[config.mk]
export PLATFORM = sky130hd
export DESIGN_NAME = maple_frame_decoder
export DESIGN_NICKNAME = d
export VERILOG_FILES = /design/src/rtl/maple_pkg.sv /design/src/rtl/maple_word_fifo.sv /design/src/rtl/maple_frame_decoder.sv
export SDC_FILE = /design/constraint.sdc
export NUM_CORES = 1
export LEC_CHECK = 0
export CAP_MARGIN = 20
export CORE_MARGIN = 2
export CORE_UTILIZATION = 53
export DETAILED_ROUTE_END_ITERATION = 16
export GPL_ROUTABILITY_DRIVEN = 1
export GPL_TIMING_DRIVEN = 0
export HOLD_SLACK_MARGIN = 0.12
export PLACE_DENSITY = 0.8
export SLEW_MARGIN = 20
export SYNTH_ARGS = -nofsm -noshare
export SYNTH_HDL_FRONTEND = slang
export SYNTH_SLANG_ARGS = --single-unit
[constraint.sdc]
create_clock -name clk -period 5.45 [get_ports clk]
set_input_delay 0.545 -clock clk [delete_from_list [all_inputs] [get_ports clk]]
set_output_delay 0.545 -clock clk [all_outputs]
set_load 0.05 [all_outputs]
[src/rtl/maple_pkg.sv]
// Purpose : shared FSM state encoding and line-level marker constants for the Maple frame decoder.
// Latency : n/a (package only).
// Backpressure: n/a (package only).
package maple_pkg;

    typedef enum logic [2:0] {
        ST_IDLE   = 3'd0,
        ST_START  = 3'd1,
        ST_PHASE1 = 3'd2,
        ST_PHASE2 = 3'd3,
        ST_END    = 3'd4
    } state_t;

    // Start pattern: SDCKA falls while SDCKB is high, then SDCKB pulses while SDCKA is low.
    localparam logic START_B_LVL = 1'b1;
    localparam logic START_A_LVL = 1'b0;

    // End pattern: SDCKB falls while SDCKA is high (only meaningful in PHASE1).
    localparam logic END_A_LVL = 1'b1;

endpackage

[src/rtl/maple_word_fifo.sv]
// Purpose : synchronous word FIFO with full/empty flags and a "set flag on tail entry" hook.
// Latency : a write is visible on rd_data/!empty one clk later; read data comes straight from flops.
// Backpressure: a write while full is refused unless a pop happens in the same clk.
// Ports   : clk/reset; wr_en/wr_data push; rd_en pop (ignored when empty); tail_flag_set sets
//           bit 0 of the most recently written entry if still resident; rd_data/full/empty status.
module maple_word_fifo
#(
    parameter int WIDTH = 8,
    parameter int DEPTH = 8
)
(
    input  logic             clk,
    input  logic             reset,
    input  logic             wr_en,
    input  logic [WIDTH-1:0] wr_data,
    input  logic             rd_en,
    input  logic             tail_flag_set,
    output logic [WIDTH-1:0] rd_data,
    output logic             full,
    output logic             empty
);

    localparam int AW = $clog2(DEPTH);

    logic [WIDTH-1:0] mem [DEPTH];
    logic [AW:0]      wr_ptr;
    logic [AW:0]      rd_ptr;
    logic [AW-1:0]    tail_idx;
    logic             do_wr;
    logic             do_rd;
    logic             tail_popped;

    assign empty    = (wr_ptr == rd_ptr);
    assign full     = (wr_ptr[AW] != rd_ptr[AW]) && (wr_ptr[AW-1:0] == rd_ptr[AW-1:0]);
    assign do_rd    = rd_en && !empty;
    assign do_wr    = wr_en && (!full || do_rd);
    assign tail_idx = wr_ptr[AW-1:0] - AW'(1);
    // The tail is being read out this clk when it is also the head.
    assign tail_popped = do_rd && (tail_idx == rd_ptr[AW-1:0]);

    // Zero when empty so the output bus is quiet between words.
    assign rd_data = empty ? '0 : mem[rd_ptr[AW-1:0]];

    always_ff @(posedge clk) begin
        if (reset) begin
            wr_ptr <= '0;
            rd_ptr <= '0;
            for (int i = 0; i < DEPTH; i++) begin
                mem[i] <= '0;
            end
        end else begin
            if (do_wr) begin
                mem[wr_ptr[AW-1:0]] <= wr_data;
                wr_ptr <= wr_ptr + (AW+1)'(1);
            end
            if (do_rd) begin
                rd_ptr <= rd_ptr + (AW+1)'(1);
            end
            // tail_idx never equals the write slot while non-empty, so no write conflict.
            if (tail_flag_set && !empty && !tail_popped) begin
                mem[tail_idx][0] <= 1'b1;
            end
        end
    end

endmodule

[src/rtl/maple_frame_decoder.sv]
// Purpose : decodes Maple bus frames (start pattern, 2-phase data, end pattern) into packed words.
// Latency : completed word written to the FIFO 1 clk after its last bit; out_valid 1 clk after that.
// Backpressure: out_valid/out_ready; words arriving at a full FIFO are dropped and flag err_overflow.
// Ports   : clk/reset; sdck{a,b}_{data,posedge,negedge} synchronised line levels and edge strobes;
//           out_data/out_valid/out_ready/out_last/out_bytes word stream; frame_done pulse,
//           crc_ok (held until next frame start), sticky err_overflow / err_align.
module maple_frame_decoder
    import maple_pkg::*;
#(
    parameter int WORD_BYTES   = 4,
    parameter int FIFO_DEPTH   = 8,
    parameter int START_PULSES = 4
)
(
    input  logic                          clk,
    input  logic                          reset,
    input  logic                          sdcka_data,
    input  logic                          sdcka_posedge,
    input  logic                          sdcka_negedge,
    input  logic                          sdckb_data,
    input  logic                          sdckb_posedge,
    input  logic                          sdckb_negedge,
    output logic [8*WORD_BYTES-1:0]       out_data,
    output logic                          out_valid,
    input  logic                          out_ready,
    output logic                          out_last,
    output logic [$clog2(WORD_BYTES+1)-1:0] out_bytes,
    output logic                          frame_done,
    output logic                          crc_ok,
    output logic                          err_overflow,
    output logic                          err_align
);

    localparam int WW = 8 * WORD_BYTES;
    localparam int BW = $clog2(WORD_BYTES + 1);
    localparam int CW = $clog2(START_PULSES + 2);
    // FIFO entry layout: {word, byte count, last}; last sits in bit 0 for the tail-flag hook.
    localparam int EW = WW + BW + 1;

    state_t          state;
    state_t          state_nxt;
    logic            open_frame;
    logic            cnt_inc;
    logic            shift_en;
    logic            shift_bit;
    logic            end_mark;
    logic            close_frame;

    logic [CW-1:0]   start_cnt;
    logic [2:0]      bit_cnt;
    logic [7:0]      byte_sr;
    logic [WW-1:0]   word_buf;
    logic [BW-1:0]   byte_idx;
    logic [7:0]      crc;
    logic            frame_word;

    logic            push_vld;
    logic [EW-1:0]   push_dat;
    logic            mark_vld;

    logic [7:0]      new_byte;
    logic            byte_done;
    logic            word_done;
    logic [WW-1:0]   word_nxt;

    logic [EW-1:0]   fifo_rd_data;
    logic            fifo_full;
    logic            fifo_empty;
    logic            pop;

    // ---------------------------------------------------------------- FSM
    always_ff @(posedge clk) begin
        if (reset) begin
            state <= ST_IDLE;
        end else begin
            state <= state_nxt;
        end
    end

    // Each state honours only its own strobes; anything else in the same clk is ignored.
    always_comb begin
        state_nxt   = state;
        open_frame  = 1'b0;
        cnt_inc     = 1'b0;
        shift_en    = 1'b0;
        shift_bit   = 1'b0;
        end_mark    = 1'b0;
        close_frame = 1'b0;
        case (state)
            ST_IDLE: begin
                if (sdcka_negedge && sdckb_data == START_B_LVL) begin
                    open_frame = 1'b1;
                    state_nxt  = ST_START;
                end
            end
            ST_START: begin
                if (sdcka_posedge) begin
                    state_nxt = (start_cnt == CW'(START_PULSES)) ? ST_PHASE1 : ST_IDLE;
                end else if (sdckb_negedge && sdcka_data == START_A_LVL) begin
                    cnt_inc = 1'b1;
                end
            end
            ST_PHASE1: begin
                if (sdcka_negedge) begin
                    shift_en  = 1'b1;
                    shift_bit = sdckb_data;
                    state_nxt = ST_PHASE2;
                end else if (sdckb_negedge && sdcka_data == END_A_LVL) begin
                    end_mark  = 1'b1;
                    state_nxt = ST_END;
                end
            end
            ST_PHASE2: begin
                if (sdckb_negedge) begin
                    shift_en  = 1'b1;
                    shift_bit = sdcka_data;
                    state_nxt = ST_PHASE1;
                end
            end
            ST_END: begin
                if (sdckb_posedge) begin
                    close_frame = 1'b1;
                    state_nxt   = ST_IDLE;
                end
            end
            default: state_nxt = ST_IDLE;
        endcase
    end

    // ---------------------------------------------------------------- byte / word assembly
    assign new_byte  = {byte_sr[6:0], shift_bit};
    assign byte_done = shift_en && (bit_cnt == 3'd7);
    assign word_done = byte_done && (byte_idx == BW'(WORD_BYTES - 1));

    always_comb begin
        word_nxt = word_buf;
        for (int n = 0; n < WORD_BYTES; n++) begin
            if (byte_idx == BW'(n)) begin
                word_nxt[8*n +: 8] = new_byte;
            end
        end
    end

    always_ff @(posedge clk) begin
        if (reset) begin
            start_cnt    <= '0;
            bit_cnt      <= 3'd0;
            byte_sr      <= 8'd0;
            word_buf     <= '0;
            byte_idx     <= '0;
            crc          <= 8'd0;
            frame_word   <= 1'b0;
            push_vld     <= 1'b0;
            push_dat     <= '0;
            mark_vld     <= 1'b0;
            frame_done   <= 1'b0;
            crc_ok       <= 1'b0;
            err_overflow <= 1'b0;
            err_align    <= 1'b0;
        end else begin
            push_vld   <= 1'b0;
            mark_vld   <= 1'b0;
            frame_done <= 1'b0;

            if (open_frame) begin
                start_cnt  <= '0;
                bit_cnt    <= 3'd0;
                byte_sr    <= 8'd0;
                word_buf   <= '0;
                byte_idx   <= '0;
                crc        <= 8'd0;
                crc_ok     <= 1'b0;
                frame_word <= 1'b0;
            end

            // Saturates above START_PULSES so an over-long start pattern never wraps to a match.
            if (cnt_inc && start_cnt != '1) begin
                start_cnt <= start_cnt + CW'(1);
            end

            if (shift_en) begin
                byte_sr <= new_byte;
                bit_cnt <= bit_cnt + 3'd1;
            end

            if (byte_done) begin
                crc <= crc ^ new_byte;
                if (word_done) begin
                    push_vld   <= 1'b1;
                    push_dat   <= {word_nxt, BW'(WORD_BYTES), 1'b0};
                    word_buf   <= '0;
                    byte_idx   <= '0;
                    frame_word <= 1'b1;
                end else begin
                    word_buf <= word_nxt;
                    byte_idx <= byte_idx + BW'(1);
                end
            end

            if (end_mark) begin
                if (bit_cnt != 3'd0) begin
                    err_align <= 1'b1;
                end
                bit_cnt <= 3'd0;
                byte_sr <= 8'd0;
            end

            // frame_done rises together with push_vld, i.e. in the clk the flush enters the FIFO.
            if (close_frame) begin
                frame_done <= 1'b1;
                crc_ok     <= (crc == 8'd0);
                if (byte_idx != '0) begin
                    push_vld <= 1'b1;
                    push_dat <= {word_buf, byte_idx, 1'b1};
                    word_buf <= '0;
                    byte_idx <= '0;
                end else begin
                    // Nothing pending: tag this frame's last stored word, if it is still queued.
                    mark_vld <= frame_word;
                end
            end

            if (push_vld && fifo_full && !pop) begin
                err_overflow <= 1'b1;
            end
        end
    end

    // ---------------------------------------------------------------- output buffering
    assign pop = out_valid && out_ready;

    maple_word_fifo #(
        .WIDTH (EW),
        .DEPTH (FIFO_DEPTH)
    ) u_fifo (
        .clk           (clk),
        .reset         (reset),
        .wr_en         (push_vld),
        .wr_data       (push_dat),
        .rd_en         (pop),
        .tail_flag_set (mark_vld),
        .rd_data       (fifo_rd_data),
        .full          (fifo_full),
        .empty         (fifo_empty)
    );

    assign out_valid = !fifo_empty;
    assign out_data  = fifo_rd_data[EW-1 -: WW];
    assign out_bytes = fifo_rd_data[BW:1];
    assign out_last  = fifo_rd_data[0];

endmodule

Yosys cells after proc, flatten, opt, wreduce, memory -nomap -nowiden
Memory sizes are Yosys's and may differ from the RTL's. A register that Yosys moved wholly into a read port is not among the register bits. Index checks and enable logic that the tools add are counted.

Register bits after elaboration: 110. RAM bits: 288. Logic and storage cells: 156. Memories: 1.

Memories: u_fifo.mem (words 8, width 36, rd ports 1, clocked after Yosys merged registers in 1, wr ports 8, RTL line maple_word_fifo.sv:25) `logic [WIDTH-1:0] mem [DEPTH];`.

Add/subtract/negate cells: 6. Eq/ne operators: 19. Multiplexer cells: 75. Bitwise operators: 3. Reductions and logical operators: 35.

Operators with widths (count): two-way mux 36 bit (7); two-way mux 32 bit (5); OR reduction 36 bit (2); two-way mux 3 bit (18); two-way mux 8 bit (6); two-way mux 1 bit (33); logical AND 1 bit (15); one-hot mux 3 bit (5 select lines) (1); equality test 3 x 2 -> 1 bit (second input constant) (4); adder 3 x 1 -> 3 bit (second input constant) (3); equality test 3 bit (second input constant) (3); adder 4 x 1 -> 4 bit (second input constant) (2); logical NOT 8 bit (1); inequality test 2 bit (second input constant) (4); nonzero test 2 bit (4); XOR 8 bit (1); two-way mux 7 bit (1); equality test 3 x 1 -> 1 bit (second input constant) (2); equality test 3 bit (2); logical NOT 3 bit (2); inequality test 3 bit (second input constant) (2); nonzero test 3 bit (2); AND reduction 5 bit (1); equality test 4 bit (1); other kinds (10) (16).

Depth between registers and ports, before layout
Word-level depth: 12. Mapped depth: 9. Mapped depth without buffers: 6.

By module
Synthesis repeated with hierarchy kept, for this count alone.

Cells, all modules: 1390. Area total of the unflattened synthesis: 18345.1 µm².

By module, submodules not included: maple_word_fifo (instances 1, cells each 884, area an instance 13744.4 µm², sequential area each 8788.4 µm²); maple_frame_decoder (instances 1, cells each 506, area an instance 4600.7 µm², sequential area each 2042.0 µm²).

Worst setup path after synthesis
No wires, ideal clock.

Path kind: register -> register. From: register u_fifo.wr_ptr[1]. To: memory u_fifo.mem[3][10] in the netlist's numbering, enable pin. Library setup time: 0.415 ns. Data arrival time: 2.231 ns. Setup slack: 2.804 ns. Cell stages (with the launch flop): 7. Path buffers: 2. Period minus slack after synthesis: 2.646 ns. Path through: dfxtp_1 -> buf_6 -> xor2_1 -> nor3_4 -> buf_6 -> a21oi_1 -> a31o_1.

RTL lines: start, declared (RTL line maple_word_fifo.sv:26) `logic [AW:0] wr_ptr;`; start signal, assigned (RTL line maple_word_fifo.sv:54) `wr_ptr <= wr_ptr + (AW+1)'(1);`; end, declared (RTL line maple_word_fifo.sv:25).

Worst setup path after layout
From: register u_fifo.wr_ptr[1]. To: output port out_data[23].

Longest elaborated chain between the ends: 2.

RTL lines: equality test 4 bit (RTL line maple_word_fifo.sv:33) `assign empty = (wr_ptr == rd_ptr);`; two-way mux 36 bit (RTL line maple_word_fifo.sv:42) `assign rd_data = empty ? '0 : mem[rd_ptr[AW-1:0]];`; end, declared (RTL line maple_frame_decoder.sv:23) `output logic [8*WORD_BYTES-1:0] out_data,`.

Every way passes these cells.

==> flow_summary.json <==
{
  "status": "finished, final reports clean",
  "start_util": 0.5350,
  "synth.cell_area_um2": 18350,
  "dp_hpwl_mm": 29.25,
  "fmax_ghz": 0.2063,
  "p_per_area_nw_per_um2": 307.5,
  "n_fill_cell": 2541,
  "maxCapViolCount": 0,
  "finalHoldViolCount": 0,
  "ant_nets": 0,
  "first_global_vias": 11950,
  "yosys.area.top_type": "edfxtp_1",
  "grt_antenna_before_repair": 0,
  "synth.yosys.seq_area_share": 0.5904,
  "ys_warn_count": 0,
  "syn-num-nets": 1431,
  "synth_common_cells": "and2_1, edfxtp_1, nor2_1",
  "antenna_cells": 0,
  "grtUsageTotal": 0.2517,
  "finalCritPeriodShare": 0.8895,
  "max_slew_margin": 0.2685,
  "clock-sinks": 401,
  "synth_edf_count": 280,
  "stdcell_count": 1995,
  "ctsResizeCount": 0,
  "ys_ff_latch": 401,
  "drtIter0Drc": 1207,
  "num_vias": 11970,
  "rsz0062_at_grt": "no",
  "critical_path_required_ns": 4.91,
  "die_w_um": 190.0,
  "yosys-top-cells-area": "edfxtp_1, dfxtp_1, and2_1",
  "wl_per_cell_um": 22.64,
  "drt_wl_total_mm": 45.17,
  "rows": 68,
  "grt_pass1_wl_mm": 68.68,
  "worst-path-buf-inv": 4,
  "fin_tns_setup_ns": 0,
  "grt_max_degree": 36,
  "drv_slew": 0,
  "htreeDepth": 2,
  "worstMarginPinSlew_ns": 1.097,
  "fp.dieArea_um2": 36120,
  "worstPathArrival_ns": 4.30,
  "cpPeakStageDelay_ns": 0.77,
  "synthToLayoutAreaGrowth_pct": 14.10,
  "io_buffers": 49,
  "first_pass_iters": 5,
  "cp_common_cell": "clkbuf_1",
  "place_inst": 1919,
  "whs_ns": 0.4646,
  "gr-total-overflow": 0,
  "place_congestion": 0.9012,
  "fin_nets": 1529,
  "critPathMaxFanout": 10,
  "synth.most_common_cell": "and2_1",
  "p_leak_nw": 7.101,
  "crit_path_cell_trace": "buf_6 -> xor2_1 -> nor4_1 -> clkbuf_1 -> clkbuf_1 -> nor2_1 -> clkdlybuf4s50_1",
  "cts_root_buf": "clkbuf_16",
  "synth_ff_type": "edfxtp_1",
  "skew_ns": 0.02660,
  "cts_setup_buffers": 0,
  "drc_errors": 0,
  "clock_path_buffers": 3,
  "critPathKind": "register to primary output",
  "cp-end-kind": "primary output",
  "synth_top_area_share": 0.4583,
  "synth_cells": 1409,
  "setup_viol": 0,
  "fp.dieH_um": 190.0,
  "ir_worst_vdd_v": 0.0001930,
  "boundaryPins": 50,
  "insertion_delay_ns": 0.54,
  "coreArea_um2": 34290,
  "hold_class": "register to register",
  "syn_avg_cell_area_um2": 13.02,
  "clk_pin_slew_ns": 0.06,
  "crit_path_top_delay_cell": "clkbuf_1",
  "async_flop_share": 0,
  "cts_tree": "built",
  "startpoint_type": "register",
  "post-route-min-period_ns": 4.848,
  "layout-drive-gt1-share": 0.1377,
  "viasPerCell": 5.999,
  "postCtsHoldBufs": 0,
  "yosysUniqueCellTypes": 59,
  "critical-path-top-delay-family": "buffers and inverters",
  "cts_made_buffers": 41
}
[metrics by stage]
| step | power, mW | area [um^2] | setup slack, ns | util |
|---|---|---|---|---|
| 5_1_grt | 6.579 | 20930 | 0.5584 | 0.6105 |
| 3_5_place_dp | 3.640 | 19550 | 1.291 | 0.5701 |
| 6_report | 6.436 | 20930 | 0.6020 | 0.6105 |
| 3_3_place_gp | 3.618 | 19400 | 0.9915 | 0.5659 |
| 2_1_floorplan | 3.551 | 18350 | 2.804 | - |
| 4_1_cts | 6.452 | 20930 | 0.7087 | 0.6105 |
[layout make-up]
type                            instances  area (um^2)  share of cell area
Multi-Input combinational cell        897         7010              0.3349
Buffer                                 95        460.4             0.02200
Tap cell                              455        569.3             0.02720
Clock inverter                         15        102.6            0.004902
Sequential cell                       401        10830              0.5174
Inverter                               16        60.06            0.002869
Timing Repair Buffer                   55        618.1             0.02953
Clock buffer                           61         1280             0.06115
[cells by family after synthesis]
group | after synthesis | share of synthesized area
flip-flops | 401 | 0.5904
buffers and inverters | 111 | 0.02837
XOR/XNOR | 15 | 0.007912
AO/OA/AOI/OAI | 158 | 0.07032
multiplexers | 138 | 0.1261
adder cells (fa/ha/maj) | 13 | 0.008867
AND/OR/NAND/NOR | 573 | 0.1681
[per-layer routing]
| metal | GRT usage | part of all wire | up-vias |
|---|---|---|---|
| met5 | 0 | 0 | - |
| met4 | 0.1130 | 0.045 | 0 |
| met3 | 0.04317 | 0.077 | 101 |
| met2 | 0.4099 | 0.47 | 512 |
| met1 | 0.3330 | 0.41 | 6000 |
| li1 | - | - | 5355 |
[layout by cell type (no fill, tap or decap), drive strengths merged, types with 9 or more instances in the layout]
master,netlist,final
a21oi,26,26
a22oi,32,32
a311oi,9,9
and2,291,291
buf,34,40
clkbuf,61,122
clkdlybuf4s50,0,49
clkinv,0,11
dfxtp,121,121
edfxtp,280,280
ha,13,13
inv,16,19
mux2,25,25
mux2i,41,41
mux4,72,72
nand2,61,61
nand2b,10,10
nand3,19,19
nor2,149,149
o21ai,13,13
o32ai,21,21
xor2,12,12
[worst paths after layout]
path               startpoint           end  slack [ns]  cells past startpoint
max          u_fifo.wr_ptr[1]  out_data[23]        0.60                      7
min              word_buf[26]  word_buf[26]        0.46                      1
max reg2reg          state[2]  word_buf[22]        2.53                      6
min reg2reg      word_buf[26]  word_buf[26]        0.46                      1
[flip-flops by register name (all words and copies together) (netlist names), 4 cells and up, named ones only]
| signal | count |
|---|---|
| byte_sr | 7 |
| crc | 8 |
| push_dat | 36 |
| u_fifo.mem | 288 |
| u_fifo.rd_ptr | 4 |
| u_fifo.wr_ptr | 4 |
| word_buf | 32 |
[report_power, final]
part           leakage [nW]  total [mW]  switching, mW  internal [mW]
sequential             3.63        3.38         0.0297           3.35
combinational          2.79       0.193          0.125         0.0677
clock                 0.682        2.86           1.18           1.68
total                  7.10        6.44           1.33           5.10
(Power assumes the default switching activity.)
